[src/rtl/varlat_interco_pkg.sv]
// Shared constants and helpers for the variable-latency buffered interconnect.
// Imported by the arbiter, the tracking FIFO users and the top level.
package varlat_interco_pkg;

  localparam int unsigned DefNumIn          = 4;
  localparam int unsigned DefNumOut         = 4;
  localparam int unsigned DefAddrWidth      = 32;
  localparam int unsigned DefDataWidth      = 32;
  localparam int unsigned DefAddrMemWidth   = 12;
  localparam int unsigned DefNumOutstanding = 2;
  localparam int unsigned DefBlockWords     = 1;

  function automatic int unsigned idx_width(input int unsigned n);
    return (n > 1) ? $clog2(n) : 1;
  endfunction

endpackage

[src/rtl/fifo_v3.sv]
// Small synchronous FIFO used to track in-flight transactions.
// Pushes are dropped while full, even when a pop happens in the same cycle.
module fifo_v3 #(
  parameter bit          FALL_THROUGH = 1'b0,
  parameter int unsigned DATA_WIDTH   = 32,
  parameter int unsigned DEPTH        = 8
) (
  input  logic                  clk_i,
  input  logic                  rst_ni,
  input  logic                  push_i,
  input  logic [DATA_WIDTH-1:0] data_i,
  input  logic                  pop_i,
  output logic [DATA_WIDTH-1:0] data_o,
  output logic                  full_o,
  output logic                  empty_o
);

  localparam int unsigned PtrW = (DEPTH > 1) ? $clog2(DEPTH) : 1;
  localparam int unsigned CntW = $clog2(DEPTH + 1);

  logic [DATA_WIDTH-1:0] mem [DEPTH];
  logic [PtrW-1:0]       rd_ptr;
  logic [PtrW-1:0]       wr_ptr;
  logic [CntW-1:0]       cnt;
  logic                  bypass;
  logic                  wr_en;
  logic                  rd_en;

  function automatic logic [PtrW-1:0] nxt(input logic [PtrW-1:0] p);
    return (32'(p) == DEPTH - 1) ? '0 : p + 1'b1;
  endfunction

  assign full_o  = (cnt == CntW'(DEPTH));
  assign empty_o = (cnt == '0);
  assign bypass  = FALL_THROUGH && empty_o && push_i && pop_i;
  assign wr_en   = push_i && !full_o && !bypass;
  assign rd_en   = pop_i && !empty_o;
  assign data_o  = (FALL_THROUGH && empty_o) ? data_i : mem[rd_ptr];

  // storage, pointers and occupancy
  always_ff @(posedge clk_i or negedge rst_ni) begin
    if (!rst_ni) begin
      rd_ptr <= '0;
      wr_ptr <= '0;
      cnt    <= '0;
      for (int i = 0; i < DEPTH; i++) mem[i] <= '0;
    end else begin
      if (wr_en) begin
        mem[wr_ptr] <= data_i;
        wr_ptr      <= nxt(wr_ptr);
      end
      if (rd_en) rd_ptr <= nxt(rd_ptr);
      if (wr_en && !rd_en) cnt <= cnt + 1'b1;
      else if (!wr_en && rd_en) cnt <= cnt - 1'b1;
    end
  end

endmodule

[src/rtl/varlat_rr_arb.sv]
// Round-robin arbiter for one bank.
// Pointer moves to one past the winner only when the caller says so.
module varlat_rr_arb
  import varlat_interco_pkg::*;
#(
  parameter int unsigned NumReq = 4,
  localparam int unsigned IdxW  = idx_width(NumReq)
) (
  input  logic              clk_i,
  input  logic              rst_ni,
  input  logic [NumReq-1:0] req_i,
  input  logic              adv_i,
  output logic [NumReq-1:0] gnt_o,
  output logic [IdxW-1:0]   idx_o,
  output logic              vld_o
);

  logic [IdxW-1:0] ptr;
  logic [IdxW-1:0] cand;

  // first requester at or after the pointer wins
  always_comb begin
    vld_o = 1'b0;
    idx_o = '0;
    cand  = '0;
    for (int unsigned off = 0; off < NumReq; off++) begin
      cand = IdxW'((32'(ptr) + off) % NumReq);
      if (!vld_o && req_i[cand]) begin
        vld_o = 1'b1;
        idx_o = cand;
      end
    end
    gnt_o = vld_o ? (NumReq'(1) << idx_o) : '0;
  end

  // pointer update on accepted transfers
  always_ff @(posedge clk_i or negedge rst_ni) begin
    if (!rst_ni) begin
      ptr <= '0;
    end else if (adv_i && vld_o) begin
      ptr <= (32'(idx_o) == NumReq - 1) ? '0 : idx_o + 1'b1;
    end
  end

endmodule

[src/rtl/varlat_buffered_interco.sv]
// N-to-M word-interleaved interconnect for variable-latency banks.
// Define VARLAT_BUFFERED_INTERCO_RSP_REG_EN for a registered response path.
module varlat_buffered_interco
  import varlat_interco_pkg::*;
#(
  parameter int unsigned NumIn          = DefNumIn,
  parameter int unsigned NumOut         = DefNumOut,
  parameter int unsigned AddrWidth      = DefAddrWidth,
  parameter int unsigned DataWidth      = DefDataWidth,
  parameter int unsigned BeWidth        = DataWidth / 8,
  parameter int unsigned AddrMemWidth   = DefAddrMemWidth,
  parameter int unsigned NumOutstanding = DefNumOutstanding,
  parameter int unsigned BlockWords     = DefBlockWords,
  parameter int unsigned ByteOffWidth   = $clog2(DataWidth - 1) - 3
) (
  input  logic                    clk_i,
  input  logic                    rst_ni,
  input  logic [NumIn-1:0]        req_i,
  output logic [NumIn-1:0]        gnt_o,
  input  logic [AddrWidth-1:0]    add_i [NumIn],
  input  logic [NumIn-1:0]        we_i,
  input  logic [DataWidth-1:0]    wdata_i [NumIn],
  input  logic [BeWidth-1:0]      be_i [NumIn],
  output logic [NumIn-1:0]        vld_o,
  input  logic [NumIn-1:0]        rready_i,
  output logic [DataWidth-1:0]    rdata_o [NumIn],
  output logic [NumOut-1:0]       req_o,
  input  logic [NumOut-1:0]       gnt_i,
  output logic [AddrMemWidth-1:0] add_o [NumOut],
  output logic [NumOut-1:0]       we_o,
  output logic [DataWidth-1:0]    wdata_o [NumOut],
  output logic [BeWidth-1:0]      be_o [NumOut],
  input  logic [NumOut-1:0]       rvalid_i,
  output logic [NumOut-1:0]       rready_o,
  input  logic [DataWidth-1:0]    rdata_i [NumOut]
);

  localparam int unsigned BankBits = $clog2(NumOut);
  localparam int unsigned BlkBits  = $clog2(BlockWords);
  localparam int unsigned SelLsb   = ByteOffWidth + BlkBits;
  localparam int unsigned IniW     = idx_width(NumIn);
  localparam int unsigned BnkW     = idx_width(NumOut);

  logic [BnkW-1:0]         bank_sel [NumIn];
  logic [AddrMemWidth-1:0] mem_addr [NumIn];
  logic [NumIn-1:0]        arb_req  [NumOut];
  logic [NumIn-1:0]        arb_gnt  [NumOut];
  logic [IniW-1:0]         arb_idx  [NumOut];
  logic [NumOut-1:0]       arb_vld;
  logic [NumOut-1:0]       acc;
  logic [NumOut-1:0]       fire;

  logic [NumIn-1:0]  ini_push;
  logic [NumIn-1:0]  ini_pop;
  logic [NumIn-1:0]  ini_full;
  logic [NumIn-1:0]  ini_empty;
  logic [BnkW-1:0]   ini_head [NumIn];
  logic [NumOut-1:0] bnk_full;
  logic [NumOut-1:0] bnk_empty;
  logic [IniW-1:0]   bnk_head [NumOut];
  logic [NumIn-1:0]  rsp_ok;

  // split byte address into bank select and in-bank word address
  always_comb begin
    for (int i = 0; i < NumIn; i++) begin
      bank_sel[i] = BnkW'((add_i[i] >> SelLsb) & AddrWidth'(NumOut - 1));
      mem_addr[i] = AddrMemWidth'(
        ((add_i[i] >> (SelLsb + BankBits)) << BlkBits) |
        ((add_i[i] >> ByteOffWidth) & AddrWidth'(BlockWords - 1)));
    end
  end

  // initiators with a full tracking FIFO drop out of arbitration
  always_comb begin
    for (int k = 0; k < NumOut; k++) begin
      for (int i = 0; i < NumIn; i++) begin
        arb_req[k][i] = req_i[i] && !ini_full[i] &&
                        (bank_sel[i] == BnkW'(k));
      end
    end
  end

  for (genvar k = 0; k < NumOut; k++) begin : g_bank
    varlat_rr_arb #(
      .NumReq (NumIn)
    ) i_arb (
      .clk_i  (clk_i),
      .rst_ni (rst_ni),
      .req_i  (arb_req[k]),
      .adv_i  (acc[k]),
      .gnt_o  (arb_gnt[k]),
      .idx_o  (arb_idx[k]),
      .vld_o  (arb_vld[k])
    );

    fifo_v3 #(
      .FALL_THROUGH (1'b0),
      .DATA_WIDTH   (IniW),
      .DEPTH        (NumOutstanding)
    ) i_bnk_fifo (
      .clk_i   (clk_i),
      .rst_ni  (rst_ni),
      .push_i  (acc[k]),
      .data_i  (arb_idx[k]),
      .pop_i   (fire[k]),
      .data_o  (bnk_head[k]),
      .full_o  (bnk_full[k]),
      .empty_o (bnk_empty[k])
    );
  end

  for (genvar i = 0; i < NumIn; i++) begin : g_ini
    fifo_v3 #(
      .FALL_THROUGH (1'b0),
      .DATA_WIDTH   (BnkW),
      .DEPTH        (NumOutstanding)
    ) i_ini_fifo (
      .clk_i   (clk_i),
      .rst_ni  (rst_ni),
      .push_i  (ini_push[i]),
      .data_i  (bank_sel[i]),
      .pop_i   (ini_pop[i]),
      .data_o  (ini_head[i]),
      .full_o  (ini_full[i]),
      .empty_o (ini_empty[i])
    );
  end

  // forward winners to banks and return grants to initiators
  always_comb begin
    req_o = '0;
    acc   = '0;
    gnt_o = '0;
    for (int k = 0; k < NumOut; k++) begin
      req_o[k]   = arb_vld[k] && !bnk_full[k];
      acc[k]     = req_o[k] && gnt_i[k] && rst_ni;
      add_o[k]   = mem_addr[arb_idx[k]];
      we_o[k]    = we_i[arb_idx[k]];
      wdata_o[k] = wdata_i[arb_idx[k]];
      be_o[k]    = be_i[arb_idx[k]];
      if (acc[k]) gnt_o = gnt_o | arb_gnt[k];
    end
  end

  assign ini_push = gnt_o;

  // a bank may answer only if it is next in line for its initiator
  always_comb begin
    rready_o = '0;
    fire     = '0;
    for (int k = 0; k < NumOut; k++) begin
      rready_o[k] = !bnk_empty[k] &&
                    !ini_empty[bnk_head[k]] &&
                    (ini_head[bnk_head[k]] == BnkW'(k)) &&
                    rsp_ok[bnk_head[k]];
      fire[k] = rvalid_i[k] && rready_o[k];
    end
  end

  // retire the initiator-side entry of each completed response
  always_comb begin
    ini_pop = '0;
    for (int i = 0; i < NumIn; i++) begin
      ini_pop[i] = !ini_empty[i] && fire[ini_head[i]] &&
                   (bnk_head[ini_head[i]] == IniW'(i));
    end
  end

`ifdef VARLAT_BUFFERED_INTERCO_RSP_REG_EN
  logic [NumIn-1:0]     rsp_vld;
  logic [DataWidth-1:0] rsp_data [NumIn];

  assign rsp_ok = ~rsp_vld | rready_i;
  assign vld_o  = rsp_vld;

  // one-entry response register per initiator
  always_ff @(posedge clk_i or negedge rst_ni) begin
    if (!rst_ni) begin
      rsp_vld <= '0;
      for (int i = 0; i < NumIn; i++) rsp_data[i] <= '0;
    end else begin
      for (int i = 0; i < NumIn; i++) begin
        if (ini_pop[i]) begin
          rsp_vld[i]  <= 1'b1;
          rsp_data[i] <= rdata_i[ini_head[i]];
        end else if (rready_i[i]) begin
          rsp_vld[i]  <= 1'b0;
        end
      end
    end
  end

  // registered read data
  always_comb begin
    for (int i = 0; i < NumIn; i++) rdata_o[i] = rsp_data[i];
  end
`else
  assign rsp_ok = rready_i;
  assign vld_o  = ini_pop;

  // pass the head bank's data straight through
  always_comb begin
    for (int i = 0; i < NumIn; i++) rdata_o[i] = rdata_i[ini_head[i]];
  end
`endif

endmodule
[config.mk]
export PLATFORM = sky130hd
export DESIGN_NAME = varlat_buffered_interco
export DESIGN_NICKNAME = d
export VERILOG_FILES = /design/src/rtl/varlat_interco_pkg.sv /design/src/rtl/fifo_v3.sv /design/src/rtl/varlat_rr_arb.sv /design/src/rtl/varlat_buffered_interco.sv
export SDC_FILE = /design/constraint.sdc
export NUM_CORES = 1
export LEC_CHECK = 0
export BUFFER_PORTS_ARGS = -buffer_cell sky130_fd_sc_hd__buf_2
export CAP_MARGIN = 30
export CORE_AREA = 2 2 300 302
export DETAILED_ROUTE_END_ITERATION = 12
export DIE_AREA = 0 0 302 304
export SKIP_LAST_GASP = 1
export SLEW_MARGIN = 20
export SYNTH_ARGS = -nofsm -noshare
export SYNTH_HDL_FRONTEND = slang
export SYNTH_SLANG_ARGS = --single-unit
[constraint.sdc]
create_clock -name clk_i -period 4.05 [get_ports clk_i]
set_input_delay 0.405 -clock clk_i [delete_from_list [all_inputs] [get_ports clk_i]]
set_output_delay 0.405 -clock clk_i [all_outputs]
set_load 0.01 [all_outputs]
# Word level (Yosys, flattened, before mapping)
# Cells that the tools add are included.
# totals
word_cells,663
input_bits,422
regBits,72
output_inout_bits,340
# op_classes
bitwise_logic,31
n_mux,260
n_eq_ne,30
n_lt_le_gt_ge,64
reduce_logical,182
shift,4
addsub,48
# op_table
op,count
$bmux W32 S2,8
$mux W32,16
$mux W2,84
$logic_and A1 B1 Y1,112
$bmux W12 S2,4
$mux W12,8
$lt A2 B3 Y1 const B,28
$bmux W1 S2,32
$mux W1,64
$mux W4,16
$eq A2 B2 Y1 const B,24
$logic_not A1 Y1,48
$ge A3 B3 Y1 const B,12
$not A2 Y3,12
$add A2 B1 Y2 const B,16
$bmux W2 S2,8
$bmux W4 S2,4
$bwmux W4,8
$ge A2 B2 Y1 const B,16
$not A1 Y2,16
$logic_not A2 Y1,14
$add A1 B1 Y1 const B,16
$add A2 B2 Y2 const B,8
$demux W2 S1,8
other kinds (6),37

# Logic depth before layout (Yosys ltp)
# logic_depth
ltp_word,31
ltp_mapped,17
ltp_nobuf,14

# By module
# A second synthesis with hierarchy kept.
# hier_totals
cells_unflattened,887
area_unflattened_um2,12862.3
# modules_own_cells
module,cells_per_inst,instances,area_per_inst_um2,seq_area_each_um2
varlat_buffered_interco,534,1,8525.7,0.0
fifo_v3 (g_bank[0].i_bnk_fifo ...),28,7,400.4,200.2
varlat_rr_arb (g_bank[0].i_arb ...),33,3,287.8,50.0
fifo_v3 (g_ini[3].i_ini_fifo),28,1,407.9,200.2
varlat_rr_arb (g_bank[3].i_arb),30,1,262.8,50.0

# Least setup slack after synthesis
# Ideal clock, no wire load.
# synth_path
path_type,input -> register
start,in add_i[98] (netlist name)
end,reg g_ini[3].i_ini_fifo.cnt[1]
required_time_ps,3971
path_slack_ps,453
arrival_ps,3518
path_buffers,3
setup_time_ps,79
path_stages,14
path_cell_list,clkbuf_1 -> or3b_1 -> or2_2 -> a21oi_1 -> a21oi_1 -> clkbuf_1 -> clkbuf_1 -> ha_1 -> a222oi_1 -> a21oi_1 -> ha_1 -> xor2_1 -> nor2_1 -> xor2_1
# synth_lines
item,line,rtl
"start, declared",varlat_buffered_interco.sv:20,"input logic [AddrWidth-1:0] add_i [NumIn],"
"end signal, assigned",fifo_v3.sv:53,if (wr_en && !rd_en) cnt <= cnt + 1'b1;
"end signal, assigned",fifo_v3.sv:54,else if (!wr_en && rd_en) cnt <= cnt - 1'b1;
"end, declared",fifo_v3.sv:24,logic [CntW-1:0] cnt;

==> summary.txt <==
Critical path
  • CP max stage delay: 0.55 ns
  • Crit-path leading delay family: buffers and inverters
  • Worst Path Buf+Inv: 4
  • Arrival time worst endpoint: 3.37 ns
  • Critical Path, Cell by Cell: nor2b_4 > or3b_1 > nand2_1 > a21oi_1 > a221oi_4 > buf_12 > buf_4 > mux2i_1 > mux2i_1 > buf_4 > buf_2
  • Worst EP required: 3.64 ns
  • RR Endpoint: g_ini[0].i_ini_fifo.cnt[1]
  • Worst setup path class: reg -> out
  • Worst R2R Setup Slack: 0.60 ns
  • CP max-delay cell: or3b_1
  • Register-to-Register Path Depth: 12
  • CP endpoint kind: primary output
  • CP Launch Type: flip-flop
  • CP max FO: 27
  • CP Depth: 11
  • Critical R2R Launch: g_ini[3].i_ini_fifo.cnt[1]

STA
  • Final Setup Violations: 0
  • RSZ-0062 raised after global routing: false
  • Max Clk Rate: 265.2 MHz
  • Period utilization: 93.12%
  • Final slew viol count: 0
  • Least-Margin Pin Slew: 0.8994 ns
  • Crit path time final: 3.771 ns
  • Setup Total Neg Slack: 0 ns
  • Setup Skew: 0.008496 ns
  • Hold Violations, Final: 0
  • Rel. slew slack: 40.04%

Drt
  • Via-to-Cell Ratio: 4.747
  • Via count: 16420
  • DRT Wirelength: 76.78 mm
  • Drt wl/cell: 22.20 um
  • Post-route antenna net violation count: 0
  • Detailed Routing Iterations Pass 1: 5
  • DRC Markers: 0
  • Initial DRC count: 1380

Synthesis
  • Async SR Flop Fraction: 100.0%
  • Cell count after synthesis: 1647
  • Top post-synthesis cells by area: mux2i_1 (34%), dfrtp_1 (12%), mux4_2 (10%)
  • FF+latch count, synth: 72
  • Top cell type's share of synthesized area: 34.24%
  • Largest area contributor in the synthesized netlist: mux2i_1
  • Avg Inst Size Synth: 8.821 um2
  • Prevailing post-synth register cell: dfrtp_1
  • Syn. warnings: 0
  • Synth Cell Area: 14530 um2
  • Sequential-to-total area share from yosys stat: 12.40%
  • Post-synth EDFFs: 0
  • Yosys cell types: 71
  • Syn_nets: 2089

Floorplan
  • I/O pin cnt: 762
  • Die height: 304 um
  • Row count: 110
  • Full die area: 91810 um2
  • Initial core utilization: 16.32%
  • Core area: 89050 um2
  • Die Span X: 302 um

Finish
  • Layout filler cell count: 9888
  • Final instance area: 19920 um2
  • # nets final: 2702
  • Fin util: 22.37%
  • Area grow syn2layout: 37.11%
  • Fraction of layout cells with a size suffix above 1: 41.85%

CTS
  • Clk sinks: 72
  • CTS tree: built
  • Post-CTS sizing: 0
  • Htree depth: 3
  • Clock buffer depth: 2
  • Clk_lat worst skew: 0.33 ns
  • CTS Root Cell: clkbuf_16
  • Clk slew on worst S/H paths: 0.06 ns
  • Total CTS buffers: 9

Place
  • # port buffers: 689
  • Hpwl dp: 62.42 mm
  • Gpl congestion: 0.9477
  • Dpl cell area: 19500 um2

Hold path
  • Min-Delay Path Depth: 2
  • Hold path endpoint: g_ini[0].i_ini_fifo.mem[3]
  • Hold path start: add_i[99]
  • Hold Path Class: in -> reg

GRT
  • Initial antenna violation count: 52
  • Global route overflow: 0
  • First-pass GRT wire length: 108.1 mm
  • Vias in the first global route: 15570
  • GRT Overall Usage: 15.74%
  • Largest net degree at the start of global routing: 99

Power
  • Peak supply drop: 0.0004338 V
  • Power Dens Cells: 616.0 nW/um2
  • Leak: 8.796 nW

Flow run
  • Number of max-cap violations: 0

Status
  • Status: completed
[logic make-up after synthesis]
group | count (synthesis) | share of synthesized area, %
compound gates | 283 | 13.23
xor+xnor | 41 | 2.472
fa+ha+maj | 20 | 1.722
buf+inv | 166 | 5.245
flops | 72 | 12.40
mux | 651 | 51.21
simple gates | 414 | 13.72
[layout make-up]
class                           instances  area [um2]  area share, %
Multi-Input combinational cell       1409       12130          60.88
Tap cell                             1176        1471          7.386
Timing Repair Buffer                  746        4044          20.30
Sequential cell                        72        1802          9.045
Antenna cell                           18       45.04         0.2261
Clock inverter                          5       103.9         0.5213
Inverter                               22       83.83         0.4208
Clock buffer                           11       242.7          1.219
[cells in the final DEF, fill, tap and decap left out, types with 8 or more instances in the layout]
cell,instances
mux2_2,83
a211oi_1,66
buf_12,13
nor2b_1,11
diode_2,18
o21ai_0,20
and2_1,66
clkbuf_16,9
ha_1,20
nor2_1,79
dfrtp_1,72
nand2b_1,15
o21a_1,11
buf_2,688
nor3_1,14
inv_1,21
a31oi_1,68
a21oi_1,61
nand2_1,174
nand3_1,8
mux2i_1,494
xnor2_1,16
buf_4,44
xor2_1,25
mux4_2,65
[per-layer routing]
metal	global-route usage [%]	vias up	wire length [um]
met4	8.001	32	4674
met1	15.63	7939	26290
met5	0	-	217
met2	29.88	794	39840
li1	-	7471	-
met3	3.934	183	5755
[synthesized netlist by cell type, types with 8 or more instances]
library cell    n
mux2i_1       497
nand2_1       174
mux2_2         83
nor2_1         80
dfrtp_1        72
a31oi_1        69
and2_1         67
a211oi_1       66
a21oi_1        65
clkbuf_1       65
mux4_2         65
buf_2          45
xor2_1         25
buf_4          22
inv_1          21
o21ai_0        21
ha_1           20
xnor2_1        16
nand2b_1       15
nor3_1         14
o21a_1         13
buf_1          12
nor2b_1        11
nand3_1         8
[metrics by stage]
| step | total power [W] | hold slack, ns | instances | setup slack (ns) |
|---|---|---|---|---|
| floorplan | 0.007288 | 0.1094 | 1647 | 0.4526 |
| global placement | 0.01126 | 0.3382 | 3422 | 0.3130 |
| detailed placement | 0.01137 | 0.3384 | 3422 | 0.2957 |
| CTS | 0.01234 | 0.3547 | 3439 | 0.01929 |
| global route | 0.01311 | 0.3878 | 3454 | 0.09311 |
| finish | 0.01227 | 0.3718 | 3459 | 0.2786 |
[what timing repair did]
| action | in CTS | in global routing |
|---|---|---|
| hold endpoints to repair | 21 | 0 |
| setup buffers | 0 | 2 |
| hold buffers | 1 | 0 |
| endpoints found under the setup margin | 0 | 1 |
[where the power goes]
group,switching [W],internal [W]
combinational,0.00569,0.00412
sequential,0.000476,0.00105
clock,0.000310,0.000619
[sequential cells by signal, summed over array words and instances (netlist names)]
| register | flops |
|---|---|
| g_bank.i_arb.ptr | 8 |
| g_ini.i_ini_fifo.wr_ptr | 4 |
| g_ini.i_ini_fifo.mem | 16 |
| g_bank.i_bnk_fifo.wr_ptr | 4 |
| g_bank.i_bnk_fifo.rd_ptr | 4 |
| g_ini.i_ini_fifo.cnt | 8 |
| g_ini.i_ini_fifo.rd_ptr | 4 |
| g_bank.i_bnk_fifo.cnt | 8 |
| g_bank.i_bnk_fifo.mem | 16 |
[worst max-delay path by stage]
stage / from / end / slack [ns]
global placement: add_i[99] / gnt_o[3] / 0.31
global route: g_ini[0].i_ini_fifo.cnt[1] / add_o[13] / 0.09
CTS: g_ini[0].i_ini_fifo.cnt[1] / gnt_o[3] / 0.02
floorplan: add_i[98] / g_ini[3].i_ini_fifo.cnt[1] / 0.45
finish: g_ini[1].i_ini_fifo.cnt[1] / add_o[27] / 0.28
detailed placement: add_i[99] / gnt_o[3] / 0.30
(Power assumes the default switching activity.)
